**config.mk**
```make
export PLATFORM = sky130hd
export DESIGN_NAME = fht_result_reader_flat
export DESIGN_NICKNAME = d
export VERILOG_FILES = /design/src/rtl/fht_result_reader_if.sv /design/src/rtl/fht_result_reader.sv /design/src/flat_wrapper.sv
export SDC_FILE = /design/constraint.sdc
export NUM_CORES = 1
export LEC_CHECK = 0
export BUFFER_PORTS_ARGS = -buffer_cell sky130_fd_sc_hd__clkbuf_2
export CORE_MARGIN = 4
export CORE_UTILIZATION = 25
export DETAILED_ROUTE_END_ITERATION = 6
export GPL_TIMING_DRIVEN = 0
export HOLD_SLACK_MARGIN = 0.03
export PLACE_DENSITY = 0.44
export SYNTH_ARGS = -nofsm -noshare
export SYNTH_HDL_FRONTEND = slang
export SYNTH_SLANG_ARGS = --single-unit
```
**constraint.sdc**
```tcl
create_clock -name iCLK -period 2.1 [get_ports iCLK]
set_input_delay 0.63 -clock iCLK [delete_from_list [all_inputs] [get_ports iCLK]]
set_output_delay 0.63 -clock iCLK [all_outputs]
set_load 0.05 [all_outputs]
```
**src/rtl/fht_result_reader_if.sv**
```systemverilog
// Output sample stream of fht_result_reader.
// A beat transfers on any clock edge where oVALID && iREADY. While oVALID is high and
// iREADY low, the master holds oDATA/oLAST stable. oVALID never waits on iREADY.
interface fht_result_reader_if #(
    parameter int D_BIT = 16
);
    logic [2*D_BIT-1:0] oDATA;
    logic               oVALID;
    logic               oLAST;
    logic               iREADY;

    modport master (output oDATA, output oVALID, output oLAST, input iREADY);
    modport slave  (input oDATA, input oVALID, input oLAST, output iREADY);
endinterface

```
**src/rtl/fht_result_reader.sv**
```systemverilog
// Unloads fht_top's four result banks in loader order and streams them through a credit FIFO.
// Optional FHT_RD_SQR_EN inserts a registered x*x power stage ahead of the FIFO.
module fht_result_reader #(
    parameter int D_BIT  = 16,
    parameter int A_BIT  = 8,
    parameter int RD_LAT = 2
) (
    input  logic               iCLK,
    input  logic               iRESET,
    input  logic               iRDY,
    output logic [A_BIT-1:0]   oADDR_RD,
    input  logic [D_BIT-1:0]   iDATA_0,
    input  logic [D_BIT-1:0]   iDATA_1,
    input  logic [D_BIT-1:0]   iDATA_2,
    input  logic [D_BIT-1:0]   iDATA_3,
    fht_result_reader_if.master stream,
    output logic               oBUSY,
    output logic               oDONE,
    output logic [1:0]         oSTATE
);
    localparam int N_BIT = A_BIT + 2;
    localparam int DEPTH = RD_LAT + 2;
    localparam int CNT_W = $clog2(DEPTH + 1);
    localparam int PTR_W = (DEPTH > 1) ? $clog2(DEPTH) : 1;

    typedef enum logic [1:0] {S_IDLE = 2'd0, S_READ = 2'd1, S_DRAIN = 2'd2} state_t;

    state_t             state_q;
    logic [N_BIT-1:0]   n_q;
    logic               irdy_q;
    logic               done_q;

    logic [RD_LAT-1:0]  vld_pipe_q;
    logic [RD_LAT-1:0]  last_pipe_q;
    logic [1:0]         sel_pipe_q [RD_LAT];

    logic [2*D_BIT-1:0] fifo_data_q [DEPTH];
    logic               fifo_last_q [DEPTH];
    logic [PTR_W-1:0]   wr_ptr_q, rd_ptr_q;
    logic [CNT_W-1:0]   cnt_q;

    logic [CNT_W-1:0]   inflight;
    logic [CNT_W:0]     used;
    logic               issue;
    logic [D_BIT-1:0]   cap_word;
    logic [2*D_BIT-1:0] cap_ext;
    logic               push, pop, push_last;
    logic [2*D_BIT-1:0] push_data;

`ifdef FHT_RD_SQR_EN
    logic [2*D_BIT-1:0] sq_q;
    logic               sq_vld_q, sq_last_q;
`endif

    // Reads issued but not yet landed in the FIFO still consume a slot.
    always_comb begin
        inflight = '0;
        for (int k = 0; k < RD_LAT; k++) begin
            inflight = inflight + CNT_W'(vld_pipe_q[k]);
        end
`ifdef FHT_RD_SQR_EN
        inflight = inflight + CNT_W'(sq_vld_q);
`endif
    end

    assign used  = {1'b0, cnt_q} + {1'b0, inflight};
    assign issue = (state_q == S_READ) && (used < (CNT_W+1)'(DEPTH));

    always_comb begin
        cap_word = iDATA_0;
        case (sel_pipe_q[RD_LAT-1])
            2'd0:    cap_word = iDATA_0;
            2'd1:    cap_word = iDATA_1;
            2'd2:    cap_word = iDATA_2;
            default: cap_word = iDATA_3;
        endcase
    end

    assign cap_ext = {{D_BIT{cap_word[D_BIT-1]}}, cap_word};

`ifdef FHT_RD_SQR_EN
    always_ff @(posedge iCLK) begin
        if (!iRESET) begin
            sq_vld_q  <= 1'b0;
            sq_last_q <= 1'b0;
            sq_q      <= '0;
        end else begin
            sq_vld_q  <= vld_pipe_q[RD_LAT-1];
            sq_last_q <= last_pipe_q[RD_LAT-1];
            sq_q      <= cap_ext * cap_ext;
        end
    end
    assign push      = sq_vld_q;
    assign push_data = sq_q;
    assign push_last = sq_last_q;
`else
    assign push      = vld_pipe_q[RD_LAT-1];
    assign push_data = cap_ext;
    assign push_last = last_pipe_q[RD_LAT-1];
`endif

    assign pop = (cnt_q != '0) && stream.iREADY;

    function automatic logic [PTR_W-1:0] ptr_inc(input logic [PTR_W-1:0] p);
        return (p == PTR_W'(DEPTH - 1)) ? '0 : p + PTR_W'(1);
    endfunction

    // Bank select is the bit-reversed upper index, matching the loader's write order.
    always_ff @(posedge iCLK) begin
        if (!iRESET) begin
            vld_pipe_q <= '0;
        end else begin
            vld_pipe_q[0] <= issue;
            for (int k = 1; k < RD_LAT; k++) begin
                vld_pipe_q[k] <= vld_pipe_q[k-1];
            end
        end
        sel_pipe_q[0]  <= {n_q[A_BIT], n_q[A_BIT+1]};
        last_pipe_q[0] <= (n_q == {N_BIT{1'b1}});
        for (int k = 1; k < RD_LAT; k++) begin
            sel_pipe_q[k]  <= sel_pipe_q[k-1];
            last_pipe_q[k] <= last_pipe_q[k-1];
        end
    end

    always_ff @(posedge iCLK) begin
        if (push) begin
            fifo_data_q[wr_ptr_q] <= push_data;
            fifo_last_q[wr_ptr_q] <= push_last;
        end
    end

    always_ff @(posedge iCLK) begin
        if (!iRESET) begin
            wr_ptr_q <= '0;
            rd_ptr_q <= '0;
            cnt_q    <= '0;
        end else begin
            if (push) wr_ptr_q <= ptr_inc(wr_ptr_q);
            if (pop)  rd_ptr_q <= ptr_inc(rd_ptr_q);
            case ({push, pop})
                2'b10:   cnt_q <= cnt_q + CNT_W'(1);
                2'b01:   cnt_q <= cnt_q - CNT_W'(1);
                default: cnt_q <= cnt_q;
            endcase
        end
    end

    always_ff @(posedge iCLK) begin
        if (!iRESET) begin
            state_q <= S_IDLE;
            n_q     <= '0;
            irdy_q  <= 1'b0;
            done_q  <= 1'b0;
        end else begin
            irdy_q <= iRDY;
            done_q <= 1'b0;
            case (state_q)
                S_IDLE: begin
                    if (iRDY && !irdy_q) begin
                        state_q <= S_READ;
                        n_q     <= '0;
                    end
                end
                S_READ: begin
                    if (issue) begin
                        n_q <= n_q + N_BIT'(1);
                        if (n_q == {N_BIT{1'b1}}) state_q <= S_DRAIN;
                    end
                end
                S_DRAIN: begin
                    if (cnt_q == '0 && inflight == '0) begin
                        state_q <= S_IDLE;
                        done_q  <= 1'b1;
                    end
                end
                default: state_q <= S_IDLE;
            endcase
        end
    end

    assign oADDR_RD      = n_q[A_BIT-1:0];
    assign oBUSY         = (state_q != S_IDLE);
    assign oDONE         = done_q;
    assign oSTATE        = state_q;
    assign stream.oVALID = (cnt_q != '0);
    assign stream.oDATA  = stream.oVALID ? fifo_data_q[rd_ptr_q] : '0;
    assign stream.oLAST  = stream.oVALID ? fifo_last_q[rd_ptr_q] : 1'b0;
endmodule

```
**src/flat_wrapper.sv**
```systemverilog
// flat-port wrapper written by rule: the top's interface ports become plain ports
module fht_result_reader_flat 
#(
    parameter int D_BIT  = 16,
    parameter int A_BIT  = 8,
    parameter int RD_LAT = 2
)
  (iCLK, iRESET, iRDY, oADDR_RD, iDATA_0, iDATA_1, iDATA_2, iDATA_3, oBUSY, oDONE, oSTATE, stream_oDATA, stream_oVALID, stream_oLAST, stream_iREADY);
  fht_result_reader_if #(.D_BIT(D_BIT)) stream_i ();
  input  logic iCLK;
  input  logic iRESET;
  input  logic iRDY;
  output logic [A_BIT-1:0] oADDR_RD;
  input  logic [D_BIT-1:0] iDATA_0;
  input  logic [D_BIT-1:0] iDATA_1;
  input  logic [D_BIT-1:0] iDATA_2;
  input  logic [D_BIT-1:0] iDATA_3;
  output logic oBUSY;
  output logic oDONE;
  output logic [1:0] oSTATE;
  output wire logic [$bits(stream_i.oDATA)-1:0] stream_oDATA;
  output wire logic [$bits(stream_i.oVALID)-1:0] stream_oVALID;
  output wire logic [$bits(stream_i.oLAST)-1:0] stream_oLAST;
  input wire logic [$bits(stream_i.iREADY)-1:0] stream_iREADY;
  assign stream_oDATA = stream_i.oDATA;
  assign stream_oVALID = stream_i.oVALID;
  assign stream_oLAST = stream_i.oLAST;
  assign stream_i.iREADY = stream_iREADY;
  fht_result_reader #(.D_BIT(D_BIT), .A_BIT(A_BIT), .RD_LAT(RD_LAT)) u_core (.iCLK(iCLK), .iRESET(iRESET), .iRDY(iRDY), .oADDR_RD(oADDR_RD), .iDATA_0(iDATA_0), .iDATA_1(iDATA_1), .iDATA_2(iDATA_2), .iDATA_3(iDATA_3), .stream(stream_i), .oBUSY(oBUSY), .oDONE(oDONE), .oSTATE(oSTATE));
endmodule
```
Yosys cells after proc, flatten, opt, wreduce, memory -nomap -nowiden
Memory sizes are Yosys's and may differ from the RTL's. A register that Yosys moved wholly into a read port is not among the register bits.
Index checks and enable logic that the tools add are counted.
{"block": "classes", "addsub": 7, "magnitude_cmp": 1, "n_eq_ne": 13, "mux": 21, "reduce_logical": 16}
{"cell": "case mux 16 bit (3 select lines)", "n": 1}
{"cell": "2-to-1 mux 32 bit", "n": 1}
{"cell": "2-to-1 mux 10 bit", "n": 2}
{"cell": "2-to-1 mux 2 bit", "n": 10}
{"cell": "case mux 10 bit (2 select lines)", "n": 1}
{"cell": "adder 10 x 1 -> 10 bit, second input constant", "n": 1}
{"cell": "== test 10 bit, second input constant", "n": 1}
{"cell": "== test 2 bit, second input constant", "n": 5}
{"cell": "== test 2 x 1 -> 1 bit, second input constant", "n": 3}
{"cell": "zero test 3 bit", "n": 2}
{"cell": "inequality test 2 x 1 -> 1 bit, second input constant", "n": 3}
{"cell": "case mux 2 bit (3 select lines)", "n": 1}
{"cell": "case mux 3 bit (2 select lines)", "n": 1}
{"cell": "nonzero test 2 bit", "n": 3}
{"cell": "adder 2 x 1 -> 2 bit, second input constant", "n": 2}
{"cell": "adder 3 x 3 -> 4 bit", "n": 1}
{"cell": "logical AND 1 bit", "n": 4}
{"cell": "zero test 2 bit", "n": 2}
{"cell": "less-than comparator 4 x 3 -> 1 bit, second input constant", "n": 1}
{"cell": "2-to-1 mux 1 bit", "n": 4}
{"cell": "AND reduction 4 bit", "n": 1}
{"cell": "adder 3 x 1 -> 3 bit, second input constant", "n": 1}
{"cell": "AND reduction 3 bit", "n": 1}
{"cell": "nonzero test 3 bit", "n": 1}
{"cell": "other kinds (5)", "n": 5}
{"block": "totals", "ff_bits": 25, "ram_bits": 136, "input_bits": 68, "out_inout_bits": 46, "wordCells": 70, "memories": 3}
{"name": "u_core.fifo_data_q", "words": 4, "width": 32, "read_ports": 1, "rd_clocked_by_memory_dff": 1, "write_ports": 1, "line": "fht_result_reader.sv:37", "source": "logic [2*D_BIT-1:0] fifo_data_q [DEPTH];"}
{"name": "u_core.fifo_last_q", "words": 4, "width": 1, "read_ports": 1, "rd_clocked_by_memory_dff": 1, "write_ports": 1, "line": "fht_result_reader.sv:38", "source": "logic fifo_last_q [DEPTH];"}
{"name": "u_core.sel_pipe_q", "words": 2, "width": 2, "read_ports": 2, "rd_clocked_by_memory_dff": 0, "write_ports": 2, "line": "fht_result_reader.sv:35", "source": "logic [1:0] sel_pipe_q [RD_LAT];"}

Depth between registers and ports, before layout
Gate-level depths: netlist of run 1.
{"block": "logic_depth", "word_depth": 6, "ltp_mapped": 10, "ltp_nobuf": 10}

Least setup slack after synthesis of run 1
Ideal clock, no wire load.
{"block": "synth_timing", "path_kind": "register to output", "start": "register (tool-made name)", "end": "output port stream_oDATA[16]", "arrival_time_ns": 1.799, "required_time_ns": 1.470, "path_slack_ns": -0.329, "stages_incl_launch_ff": 5, "path_buffers": 2, "cell_sequence": "dfxtp_1 -> buf_2 -> mux4_2 -> and2_1 -> buf_4"}
{"item": "end: declaration", "line": "flat_wrapper.sv:21", "source": "output wire logic [$bits(stream_i.oDATA)-1:0] stream_oDATA;"}

==> flow_summary.toml, run 1 <==
[outcome]
status = "finished, violations left"
failed_checks = "negative setup slack"

[setup_path]
slowest_delay_ns = 0.53
crit_arrival_ns = 1.84
cp_common_cell = "buf_8"
startpoint_type = "flop"
critPathMaxFanout = 8
path_class = "flop to primary output"
cp_slowest_cell = "mux4_2"
reg2regPathDepth = 7
cp_data_required_time_ns = 1.47
end_kind = "primary output"
path_cells = "buf_8 > mux4_2 > and2_4 > buf_4 > buf_8"

[synthesis]
syn_inst = 289
synth_cell_type_count = 38
syn_avg_cell_area_um2 = 15.4
ys.warnings.count = 0
syn_nets = 368
netlist_area_mm2 = 0.00446
ys_ff_latch = 99
seq_area_frac_synth_pct = 59.7

[timing]
fin_tns_setup_ns = -10.48
hold_ws_ns = 0.328
finalCritPeriodShare_pct = 118
finalMaxSlewViolations = 0
setup_viol = 33
layout_setup_ws_ns = -0.368
rsz0062_at_grt = "yes"
min_period_ns = 2.47
clock_skew_ns = 0.00823
max-slew-margin-rel_pct = 36.7
fmax_mhz = 405
final-hold-violation-count = 0
worst_pin_slew_ns = 0.949

[route]
dr.first_iter.drc_count = 119
drcViolationCount = 0
wire_per_inst_um = 16.0
drt_wl_total_mm = 10.5
num_vias = 2869
vias_per_cell = 4.35
firstDrtPassIters = 4
postRouteAntennaNets = 0

[floorplanning]
coreArea_mm2 = 0.0174
ios = 114
die_area_mm2 = 0.0200
initial_core_util_pct = 25.7
die_x_um = 142
die_h_um = 142
row_count = 48

[flow_run]
maxCapViolCount = 0

[cts]
cts_tree = "built"
cts_hold_buf = 0
clk_latency_ns = 0.34
path_clk_slew_ns = 0.07
clock_sinks = 99
clk_path_buf_depth = 2
cts_root_buf = "clkbuf_16"
htreeDepth = 3
numCtsBuffers = 9

[grt]
antenna_found_initial = 0
grt_pass1_wl_mm = 16.8
grt_usage_pct = 11.0
grt_pass1_vias = 3080
gr-total-overflow = 0
grt_max_degree = 19

[power]
power_mw = 5.38
peakVddDrop_v = 0.000400
powerDensity_mw_per_mm2 = 836
leakage_nw = 2.43

[placement]
pre_cts_slack_ns = -0.470
dpl.hpwl_mm = 7.07
port_buffers = 113
gp_congestion = 0.748

[worst_hold_path]
holdCritPathClass = "flop to flop"
hold_path_depth = 0

[layout]
nNetsFinal = 508
syn_to_final_growth_pct = 44.3
diodes = 0
drive_above_1_share_pct = 56.5
## final cells by class
cell class / count / area [um2]
Timing Repair Buffer: 128 / 1220
Tap cell: 225 / 282
Fill cell: 1639 / 10900
Inverter: 9 / 33.8
Multi-Input combinational cell: 148 / 1620
Clock buffer: 9 / 225
Sequential cell: 99 / 2680
Clock inverter: 7 / 56.3
Buffer: 34 / 312
## flip-flops by register name, summed over array words and instances (netlist names), 2 cells and up, named ones only
name / flops
u_core.fifo_last_q: 4
u_core.rd_ptr_q: 2
u_core.sel_pipe_q: 4
u_core.oSTATE: 2
u_core.wr_ptr_q: 2
u_core.vld_pipe_q: 2
u_core.fifo_data_q: 64
u_core.cnt_q: 3
u_core.n_q: 10
u_core.last_pipe_q: 2
## per-stage QoR
stage	util [%]	instance area, um2	std cells
after floorplan	-	4480	289
after global placement	30.7	5330	627
after detailed placement	30.7	5330	627
after CTS	36.6	6360	656
after global routing	37.1	6430	659
final	37.1	6430	659
## path summary, 6_finish.rpt
| check | startpoint | endpoint | slack (ns) |
|---|---|---|---|
| worst max-delay path | flop | stream_oDATA[31] | -0.37 |
| worst min-delay path | u_core.sel_pipe_q[0][0] | u_core.sel_pipe_q[0][2] | 0.33 |
| worst max register to register | u_core.vld_pipe_q[1] | u_core.n_q[5] | 0.12 |
| worst min register to register | u_core.sel_pipe_q[0][0] | u_core.sel_pipe_q[0][2] | 0.33 |
## repair_timing
action / 4_1_cts / 5_1_grt
endpoints found under the setup margin: 82 / 41
pin swaps: 12 / 8
hold endpoints to repair: 0 / 0
resized for setup: 130 / 28
buffers inserted: 11 / 3
gates cloned: 3 / 1
## layout by cell type (no fill, tap or decap), drive strengths merged, types with 2 or more instances in the layout
cell / netlist / routed
mux2i: 3 / 3
nor2: 3 / 3
xor2: 3 / 3
and2: 26 / 28
nor2b: 4 / 4
nor3: 3 / 3
clkinvlp: 0 / 2
clkbuf: 7 / 117
and4: 2 / 2
inv: 9 / 12
o21ai: 7 / 7
clkinv: 0 / 2
nand2: 10 / 10
o31ai: 2 / 2
nand3: 7 / 7
or3: 6 / 6
edfxtp: 68 / 68
or4: 2 / 2
ha: 10 / 10
and3: 4 / 4
buf: 28 / 54
dfxtp: 31 / 31
a21oi: 7 / 7
mux4: 33 / 33
a21boi: 4 / 4
## power breakdown
group | switching, mW | total (mW) | internal (mW)
Clock | 0.733 | 1.55 | 0.818
Sequential | 0.0222 | 2.13 | 2.11
Combinational | 0.837 | 1.70 | 0.859
Total | 1.59 | 5.38 | 3.79
## critical path, delay by kind of cell (launching register included)
kind                   cells  cell delay (ns)
muxes                      1             0.53
and+or+nand+nor            1             0.22
DFF                        1             0.33
buffers and inverters      3             0.41
## cells by family after synthesis
kind of cell	synth area share, %
flops	59.7
simple gates	9.46
buf+inv	5.87
mux	17.3
compound gates	3.56
fa+ha+maj	3.26
xor+xnor	0.786
## cell usage after synthesis
| master | count | share of area, % |
|---|---|---|
| a21boi_0 | 4 | 0.67 |
| a21oi_1 | 6 | 0.67 |
| a21oi_2 | 1 | 0.20 |
| a311oi_4 | 1 | 0.59 |
| a31oi_1 | 1 | 0.14 |
| and2_1 | 25 | 3.5 |
| and2_2 | 1 | 0.17 |
| and3_1 | 3 | 0.42 |
| and3_2 | 1 | 0.17 |
| and4_1 | 2 | 0.39 |
| buf_2 | 4 | 0.45 |
| buf_4 | 24 | 4.0 |
| clkbuf_1 | 6 | 0.51 |
| clkbuf_2 | 1 | 0.11 |
| dfxtp_1 | 31 | 14 |
| edfxtp_1 | 68 | 46 |
| fa_1 | 1 | 0.45 |
| ha_1 | 10 | 2.8 |
| inv_1 | 9 | 0.76 |
| mux2i_1 | 3 | 0.67 |
| mux4_2 | 33 | 17 |
| nand2_1 | 10 | 0.84 |
| nand3_1 | 7 | 0.79 |
| nand3b_1 | 1 | 0.17 |
| nand4_1 | 1 | 0.14 |
| nor2_1 | 3 | 0.25 |
| nor2b_1 | 4 | 0.56 |
| nor3_1 | 3 | 0.34 |
| nor4b_1 | 1 | 0.20 |
| o21a_1 | 1 | 0.17 |
| o21ai_0 | 7 | 0.79 |
| o31ai_1 | 2 | 0.34 |
| or2_2 | 1 | 0.14 |
| or3_1 | 6 | 0.84 |
| or3b_2 | 1 | 0.20 |
| or4_1 | 2 | 0.34 |
| xnor2_1 | 1 | 0.20 |
| xor2_1 | 3 | 0.59 |
## per-layer routing
layer | share of wire [%] | track usage, % | vias to the layer above
li1 | - | - | 1353
met1 | 43 | 13.7 | 1407
met3 | 5.4 | 2.97 | 12
met2 | 50 | 18.6 | 97
met5 | 0 | 0 | -
met4 | 1.7 | 3.48 | 0
Note: power is estimated with default switching activity, not from simulation.
==> run 2, diff against run 1 <==
- CORE_UTILIZATION: 25 -> 48
- CTS_CLUSTER_SIZE: unset -> 14
- PLACE_DENSITY: 0.44 -> 0.75
==> flow_summary.toml, run 2 (synthesis gave the netlist of run 1 again) <==
[outcome]
status = "finished, violations left"
failed_checks = "negative setup slack"

[placement]
port_buffers = 113
pre_cts_slack_ns = -0.395
gp_congestion = 0.779
dpl.hpwl_mm = 6.35
placedCellCount = 510

[route]
firstDrtPassIters = 4
num_vias = 2945
dr.first_iter.drc_count = 166
vias_per_cell = 5.38
wire_per_inst_um = 18.8
postRouteAntennaNets = 0
drcViolationCount = 0
drt_wl_total_mm = 10.3

[floorplanning]
die_area_mm2 = 0.0109
row_count = 34
initial_core_util_pct = 50.1
ios = 114
die_x_um = 104
die_h_um = 104
coreArea_mm2 = 0.00889

[timing]
setup_viol = 33
clock_skew_ns = 0.0180
rsz0062_at_grt = "yes"
finalMaxSlewViolations = 0
max-slew-margin-rel_pct = 39.0
final-hold-violation-count = 0
finalCritPeriodShare_pct = 118
worst_pin_slew_ns = 0.915
fmax_mhz = 404
min_period_ns = 2.47
layout_setup_ws_ns = -0.375

[worst_hold_path]
hold_path_depth = 0
min-delay-start = "u_core.sel_pipe_q[0][0]"
min_to = "u_core.sel_pipe_q[0][2]"
holdCritPathClass = "flop to flop"

[layout]
drive_above_1_share_pct = 58.1
nNetsFinal = 513
final_cell_mix = "clkbuf_2, edfxtp_1, mux4_2"
multi_input_area_mm2 = 0.00167
syn_to_final_growth_pct = 40.9
top_register = "u_core.fifo_data_q"
layout_commonest_cell = "clkbuf_2"
largest_registers = "u_core.fifo_data_q x64, u_core.n_q x10"
final-instance-count-excl-fill = 547
largest_reg_flops = 64
seq_area_mm2 = 0.00268
final_core_util_pct = 70.6
diodes = 0
n_fill_cell = 561

[setup_path]
critPathMaxFanout = 8
end_kind = "primary output"
r2r-start = "u_core.cnt_q[2]"
path_delay_family = "multiplexers"
startpoint_type = "flop"
path_cells = "buf_6 > mux4_2 > and2_4 > buf_4 > buf_8"
cp_slowest_cell = "mux4_2"
crit_arrival_ns = 1.84
path_class = "flop to primary output"
cp_data_required_time_ns = 1.47
crit_buf_inv = 3
r2r_slack_ns = 0.01
timing.rr.end = "u_core.cnt_q[2]"
slowest_delay_ns = 0.53
reg2regPathDepth = 12

[grt]
antenna_found_initial = 0
grt_pass1_vias = 3125
met2_usage_pct = 33.7
grt_most_used_layer = "met2"
gr-total-overflow = 0
met1_usage_pct = 23.3
grt_max_degree = 18
grtUsageMet3_pct = 4.22
grt_usage_pct = 19.1
grt_pass1_wl_mm = 16.1

[flow_run]
maxCapViolCount = 0

[cts]
path_clk_slew_ns = 0.09
clock_sinks = 99
clk_latency_ns = 0.37
cts_tree = "built"
cts_root_buf = "clkbuf_8"
numCtsBuffers = 9
clk_path_buf_depth = 2
htreeDepth = 3

[power]
powerDensity_mw_per_mm2 = 848
leakage_nw = 2.42
peakVddDrop_v = 0.000352
power_mw = 5.33
[run 2: final cells by class]
type	count	share of cell area, %
inverter	9	0.598
buffer	34	4.90
multi-input combinational	148	26.6
clock buffer	9	1.97
timing repair buffer	132	19.2
timing repair inverter	1	0.120
sequential	99	42.7
clock inverter	7	1.81
tap	108	2.15
[run 2: repair_timing]
| item | 4_1_cts | 5_1_grt |
|---|---|---|
| resized for setup | 127 | 46 |
| cloned | 3 | 0 |
| hold buffers | 0 | 0 |
| buffers inserted | 13 | 6 |
| endpoints found under the setup margin | 42 | 41 |
| pin swaps | 7 | 7 |
[run 2: metal layers]
metal | wire length, um | part of all wire (%) | vias up
li1 | - | - | 1364
met1 | 4290 | 42 | 1467
met2 | 5290 | 51 | 98
met3 | 490 | 4.8 | 16
met4 | 210 | 2.0 | 0
met5 | 0 | 0 | -
[run 2: worst max path at each step]
stage / startpoint / cells past startpoint / to
floorplan: flop / 4 / stream_oDATA[16]
global placement: flop / 5 / stream_oDATA[9]
detailed placement: flop / 5 / stream_oDATA[13]
CTS: flop / 5 / stream_oDATA[8]
global route: flop / 5 / stream_oDATA[31]
finish: flop / 5 / stream_oDATA[31]
[run 2: power by group]
group          switching, mW  internal [mW]  total (mW)
combinational          0.871          0.875        1.75
clock                  0.658          0.788        1.45
sequential            0.0247           2.11        2.14
[run 2: through the flow]
step	area, um2	hold slack (ns)	setup TNS, ns
floorplan	4480	0.310	0
global placement	5180	0.311	-7.62
detailed placement	5180	0.312	-7.63
CTS	6110	0.336	-11.76
global route	6280	0.340	-13.18
finish	6280	0.333	-10.89
